[config.mk]
export PLATFORM = sky130hd
export DESIGN_NAME = timepulse_gen
export DESIGN_NICKNAME = d
export VERILOG_FILES = /design/src/rtl/timepulse_gen.sv
export SDC_FILE = /design/constraint.sdc
export NUM_CORES = 1
export LEC_CHECK = 0
export BUFFER_PORTS_ARGS = -buffer_cell sky130_fd_sc_hd__buf_4
export CAP_MARGIN = 25
export CORE_UTILIZATION = 55
export DETAILED_ROUTE_END_ITERATION = 8
export GPL_ROUTABILITY_DRIVEN = 1
export PLACE_DENSITY = 0.84
export SYNTH_ARGS = -nofsm -noshare
export SYNTH_HDL_FRONTEND = slang
export SYNTH_SLANG_ARGS = --single-unit
[constraint.sdc]
create_clock -name CLOCK -period 2.6 [get_ports CLOCK]
set_input_delay 0.13 -clock CLOCK [delete_from_list [all_inputs] [get_ports CLOCK]]
set_output_delay 0.13 -clock CLOCK [all_outputs]
set_load 0.02 [all_outputs]
[src/rtl/timepulse_gen.sv]
// Master timing generator: prescaled sub-phases, one-hot time pulses, RT/WT/CT/EOT strobes,
// overflow sampling and run / stop-at-end / instruction-step / phase-step control.
module timepulse_gen #(
    parameter int NPULSE = 12,
    parameter int PHASES = 4,
    parameter int DIV    = 2,
    parameter int OVF_T  = 10,
    parameter int CNTW   = 16
) (
    input  logic                       CLOCK,
    input  logic                       SIM_RST,
    input  logic                       GOJAM,
    input  logic [1:0]                 MODE,
    input  logic                       STEP,
    input  logic                       WL15,
    input  logic                       WL16,
    output logic [NPULSE-1:0]          T,
    output logic [$clog2(NPULSE)-1:0]  TIDX,
    output logic [PHASES-1:0]          PHS,
    output logic                       RT,
    output logic                       WT,
    output logic                       CT,
    output logic                       EOT,
    output logic                       STOP,
    output logic                       OVF,
    output logic                       UNF,
    output logic [CNTW-1:0]            MCTCNT
);

    localparam int TW = $clog2(NPULSE);
    localparam int PW = $clog2(PHASES);
    localparam int CW = (DIV > 1) ? $clog2(DIV) : 1;

    logic [CW-1:0] cnt;
    logic [PW-1:0] p, p_nxt;
    logic [TW-1:0] t, t_nxt;
    logic          restart;
    logic          armed;
    logic          last_phase, last_pulse, tick, mct_end, hold, ovf_slot;
    logic          step_rel, release_now;

    assign last_phase = (p == PW'(PHASES - 1));
    assign last_pulse = (t == TW'(NPULSE - 1));
    assign tick       = (cnt == CW'(DIV - 1)) && !STOP;
    assign mct_end    = tick && last_phase && last_pulse && !restart;
    assign ovf_slot   = tick && last_phase && (t == TW'(OVF_T - 1));

    // The restart tick always advances so T01 is reached regardless of MODE.
    assign hold = tick && !restart &&
                  ((MODE == 2'b11) ||
                   (((MODE == 2'b01) || (MODE == 2'b10)) && last_phase && last_pulse));

    assign step_rel    = STOP && MODE[1] && STEP && armed;
    assign release_now = STOP && ((MODE == 2'b00) || step_rel);

    assign p_nxt = last_phase ? '0 : p + PW'(1);
    assign t_nxt = !last_phase ? t : (last_pulse ? '0 : t + TW'(1));

    assign T    = NPULSE'(1) << t;
    assign PHS  = PHASES'(1) << p;
    assign TIDX = t;

    always_ff @(posedge CLOCK or posedge SIM_RST) begin
        if (SIM_RST) begin
            cnt     <= '0;
            p       <= PW'(PHASES - 1);
            t       <= TW'(NPULSE - 1);
            restart <= 1'b1;
            STOP    <= 1'b0;
            RT      <= 1'b0;
            WT      <= 1'b0;
            CT      <= 1'b0;
            EOT     <= 1'b0;
            OVF     <= 1'b0;
            UNF     <= 1'b0;
            MCTCNT  <= '0;
        end else if (GOJAM) begin
            cnt     <= '0;
            p       <= PW'(PHASES - 1);
            t       <= TW'(NPULSE - 1);
            restart <= 1'b1;
            STOP    <= 1'b0;
            RT      <= 1'b0;
            WT      <= 1'b0;
            CT      <= 1'b0;
            EOT     <= 1'b0;
            OVF     <= 1'b0;
            UNF     <= 1'b0;
        end else begin
            RT  <= tick && (p == '0);
            WT  <= tick && (p == PW'(1));
            CT  <= tick && last_phase;
            EOT <= mct_end;
            OVF <= ovf_slot && WL15 && !WL16;
            UNF <= ovf_slot && !WL15 && WL16;
            if (mct_end)
                MCTCNT <= MCTCNT + CNTW'(1);

            if (release_now) begin
                p    <= p_nxt;
                t    <= t_nxt;
                cnt  <= '0;
                STOP <= 1'b0;
            end else if (STOP) begin
                cnt <= '0;
            end else if (tick) begin
                cnt     <= '0;
                restart <= 1'b0;
                if (hold) begin
                    STOP <= 1'b1;
                end else begin
                    p <= p_nxt;
                    t <= t_nxt;
                end
            end else begin
                cnt <= cnt + CW'(1);
            end
        end
    end

    // A held STEP may release only once; it must drop for a clock to re-arm.
    always_ff @(posedge CLOCK or posedge SIM_RST) begin
        if (SIM_RST)
            armed <= 1'b0;
        else if (!STEP)
            armed <= 1'b1;
        else if (step_rel && !GOJAM)
            armed <= 1'b0;
    end

endmodule

* Yosys cells after proc, flatten, opt, wreduce, memory -nomap -nowiden
Cells that the tools add are included.
** Operators by class
- Reductions and logical operators :: 35
- $add $sub $neg :: 4
- Bitwise logic cells :: 1
- Multiplexer cells :: 34
- Shifts and indexed selects :: 2
- Equal/unequal tests :: 12
** Operators with widths (number)
- two-way mux 4 bit :: 7
- two-way mux 1 bit :: 21
- logical AND 1 bit :: 20
- adder 16 x 1 -> 16 bit, second input constant :: 1
- two-way mux 2 bit :: 6
- << shifter 1 x 4 -> 12 bit, first input constant :: 1
- equality test 4 bit, second input constant :: 2
- equality test 2 bit, second input constant :: 3
- != test 3 x 2 -> 1 bit, second input constant :: 2
- AND reduction 3 bit :: 2
- logical NOT 1 bit :: 5
- adder 4 x 1 -> 4 bit, second input constant :: 1
- equality test 2 x 1 -> 1 bit, second input constant :: 2
- logical NOT 2 bit :: 2
- != test 2 bit, second input constant :: 2
- << shifter 1 x 2 -> 4 bit, first input constant :: 1
- logical OR 1 bit :: 3
- nonzero test 3 bit :: 1
- adder 2 x 1 -> 2 bit, second input constant :: 1
- != test 2 x 1 -> 1 bit, second input constant :: 1
- AND reduction 2 bit :: 1
- nonzero test 2 bit :: 1
- adder 1 bit, second input constant :: 1
- NOT 1 bit :: 1
** Word-level totals
- Output and inout bits :: 43
- Input port bits :: 8
- Bits in registers :: 32
- Word-level logic and storage cells :: 101

* Depth between registers and ports, before layout
- Word-level depth :: 11
- Gate-level depth with buffers :: 6
- Mapped depth without buffers :: 6

* Least setup slack after synthesis
Ideal clock, no wire load.
- Path kind :: register to register
- From :: reg p[1]
- To :: reg MCTCNT[12]
- Clock period less this slack :: 1947 ps
- Buffers on the path :: 0
- Setup slack :: 653 ps
- Arrival :: 1817 ps
- Cell stages (with the launch flop) :: 6
- Setup time :: 131 ps
- Required time :: 2469 ps
- Cell sequence :: dfstp_2 -> ha_1 -> nand4bb_4 -> nor4_4 -> nand4_1 -> xnor2_1
** On the way
- Cells in the longest elaborated chain, start to end :: 5
** RTL lines
- start, declared :: line 35 : logic [PW-1:0] p, p_nxt;
- start signal, assigned :: line 66 : p <= PW'(PHASES - 1);
- start signal, assigned :: line 79 : p <= PW'(PHASES - 1);
- start signal, assigned :: line 100 : p <= p_nxt;
- equality test 2 bit :: line 42 : assign last_phase = (p == PW'(PHASES - 1));
- logical AND 1 bit (3 in a row) :: line 45 : assign mct_end = tick && last_phase && last_pulse && !restart;
- AND reduction 2 bit (no source line)
- end signal, assigned :: line 97 : MCTCNT <= MCTCNT + CNTW'(1);
- end, declared :: line 27 : output logic [CNTW-1:0] MCTCNT
No other way between the ends.
A chain may end at the register's enable or synchronous reset.

* Worst setup path after layout
- From :: reg t[1], in the netlist TIDX[1]
- To :: reg t[2], in the netlist TIDX[2]
** On the way
- Cells in the longest elaborated chain, start to end :: 8
** RTL lines
- start, declared :: line 36 : logic [TW-1:0] t, t_nxt;
- start signal, assigned :: line 67 : t <= TW'(NPULSE - 1);
- start signal, assigned :: line 80 : t <= TW'(NPULSE - 1);
- start signal, assigned :: line 101 : t <= t_nxt;
- adder 4 x 1 -> 4 bit / equality test 4 bit (equally long branches) :: line 57, 43
- two-way mux 4 bit (2 in a row) :: line 57 : assign t_nxt = !last_phase ? t : (last_pulse ? '0 : t + TW'(1));
- two-way mux 4 bit :: line 109 : if (hold) begin
- two-way mux 4 bit :: line 106 : end else if (tick) begin
- two-way mux 4 bit :: line 104 : end else if (STOP) begin
- two-way mux 4 bit :: line 99 : if (release_now) begin
- two-way mux 4 bit :: line 77 : end else if (GOJAM) begin
Parallel ways exist; a longest one is shown, timed or not. The select of a mux whose other input is x is not followed.

==> results.toml <==
[routing]
vias = 1458
drtIter0Drc = 81
firstDrtPassIters = 4
vias_per_cell = 5.46
drtAntennaViolNets = 0
wirelength_um = 4080
drt_drc_violations_left = 0
wl_per_cell_um = 15.3

[synth]
synthFlopType = "dfrtp_1"
synthesis.area_um2 = 1740
syn_area_per_cell_um2 = 10.8
synth-seq-area-share_pct = 46.5
ys.warnings.count = 0
synthTopCellsByArea = "dfrtp_1, ha_1, dfstp_2"
ys_top_cells_by_count = "dfrtp_1, ha_1, xnor2_1"
synth_fp_nets = 182
yosysMostFrequentCell = "dfrtp_1"
synth.distinct_cells = 37
synth_edf_count = 0
synthCells = 161
async_flop_share_pct = 100
synth_top_area_cell = "dfrtp_1"
ys_ff_latch = 32
synth_top_area_share_pct = 37.4

[sta]
slew_viol_final = 0
max_freq_mhz = 478
period_needed_ns = 2.09
worst_pin_slew_ns = 0.550
rsz0062_at_grt = "false"
hold_viol = 0
setup_viol = 0
clock_skew_ns = 0.00608
maxSlewHeadroom_pct = 63.3
post-route-period-util_pct = 80.5
holdWs_ns = 0.0853
setup_tns_ns = 0

[min_path]
hold_path.class = "in -> reg"
min_from = "GOJAM"

[die]
die_area_um2 = 3390
die_y_um = 58.2
core_area_um2 = 3030
die_w_um = 58.2
ios = 51
start_util_pct = 57.4
rows = 20

[clocking]
post_cts_buffers = 0
ctsRootBufferMaster = "clkbuf_4"
ctsResizeCount = 0
worstSkewPairLatency_ns = 0.34
clkTransAtPathRegs_ns = 0.10
clock_sinks = 32
holdBufCountCts = 4
cts_buffer_depth = 2
h-tree-depth = 2
cts_tree = "yes"
cts_buffers = 5

[critical_path]
critPathMaxFanout = 7
crit_path_start_kind = "flip-flop"
r2r-start = "TIDX[1]"
end_kind = "flip-flop"
cp-startpoint = "TIDX[1]"
crit_type = "reg -> reg"
crit_arrival_ns = 2.31
cp_data_required_time_ns = 2.82

[place]
routabilityCongestion = 0.831
place_area_um2 = 2190
hpwlAfterDp_um = 2940
place_inst = 255
port_buffers = 50

[cells_and_area]
final_layout_size_suffix_gt1_share_pct = 33.2
multiInputGateArea_um2 = 880
diodes = 0
syn_to_final_growth_pct = 34.1
fin_cells = 267
final_util_pct = 76.9
final_nets = 243
ff_latch_area_um2 = 808
stdcell_area_um2 = 2330
n_fill_cell = 212

[power_and_ir_drop]
irDropWorstVdd_v = 0.000602
p_leak_nw = 1.15
cellPowerDensity_nw_per_um2 = 745

[global_routing]
first_global_vias = 1408
antenna_found_initial = 0
grt_max_degree = 26
grt.total_usage_pct = 26.2
grt.overflow.total = 0
grt_pass1_wl_um = 6650

[run_status]
outcome = "complete, no violations"

[flow_run]
maxCapViolCount = 0
## worst max-delay path, cell delays in order, from the launching register on
cell       delay (ns)
dfstp_2          0.61
ha_1             0.31
nand4bb_4        0.21
o211ai_2         0.34
and2_0           0.37
o21ai_0          0.14
## sequential cells by signal, indices dropped and copies added (netlist names)
register	count
CT	1
cnt	1
STOP	1
OVF	1
MCTCNT	16
TIDX	4
RT	1
p	2
armed	1
restart	1
EOT	1
WT	1
UNF	1
## through the flow
step	setup slack, ns	total power (W)
2_1_floorplan	0.653	0.00105
3_3_place_gp	0.644	0.00127
3_5_place_dp	0.563	0.00130
4_1_cts	0.543	0.00174
5_1_grt	0.386	0.00183
6_report	0.506	0.00174
## routing by layer
metal | GRT usage [%] | wire length (um) | vias to the layer above | part of all wire, %
met2 | 45.5 | 2210 | 47 | 54
met4 | 9.52 | 63 | 0 | 1.5
met1 | 31.7 | 1650 | 721 | 40
li1 | - | - | 680 | -
met3 | 6.25 | 161 | 10 | 3.9
met5 | 0 | 0 | - | 0
## layout by cell type, fill, tap and decap left out, types with 2 or more instances in the layout
cell type       n
a21oi_1         5
a31oi_1         2
and2_1         12
buf_4          51
clkbuf_4        5
clkbuf_8        2
dfrtp_1        26
dfstp_2         6
dlygate4sd3_1   4
ha_1           13
inv_1          11
nand2_1        11
nand2b_1        2
nand3_1         8
nand4_1         6
nand4bb_4       2
nor2_1          7
nor2b_1         6
nor3_1          3
nor3b_1         2
nor4_4          2
o21ai_0         5
xnor2_1        13
xor2_1          2
## logic make-up (layout without fill, tap and decap cells)
logic type	Yosys count	in the layout	share of synthesized area [%]
simple gates	65	65	24.6
mux	1	1	0.648
flops	32	32	46.5
fa+ha+maj	13	13	9.36
compound gates	22	22	8.50
buf+inv	13	75	2.88
xor+xnor	15	15	7.56
## report_power, final
part,internal [W],switching [W],leakage (nW),total [W]
Clock,0.000255,0.000174,0.0515,0.000429
Sequential,0.000569,0.0000934,0.418,0.000662
Combinational,0.000273,0.000373,0.676,0.000646
Total,0.00110,0.000640,1.15,0.00174
## final timing paths
path                               to  slack (ns)  cells past startpoint
hold reg to reg            MCTCNT[15]        0.50                      1
min in group asynchronous  MCTCNT[15]        0.28                      3
hold / removal                    cnt        0.09                      2
max in group asynchronous     TIDX[1]        1.69                      5
setup / recovery              TIDX[2]        0.51                      5
setup reg to reg              TIDX[2]        0.51                      5
## layout make-up
class | count | share of cell area [%]
multi-input cells | 116 | 37.8
flip-flops and latches | 32 | 34.7
repair buffers | 56 | 19.3
clock buffers | 7 | 2.79
well taps | 44 | 2.36
inverters | 11 | 1.77
clock inverters | 1 | 1.29
Power figures use the tool's default switching activity.
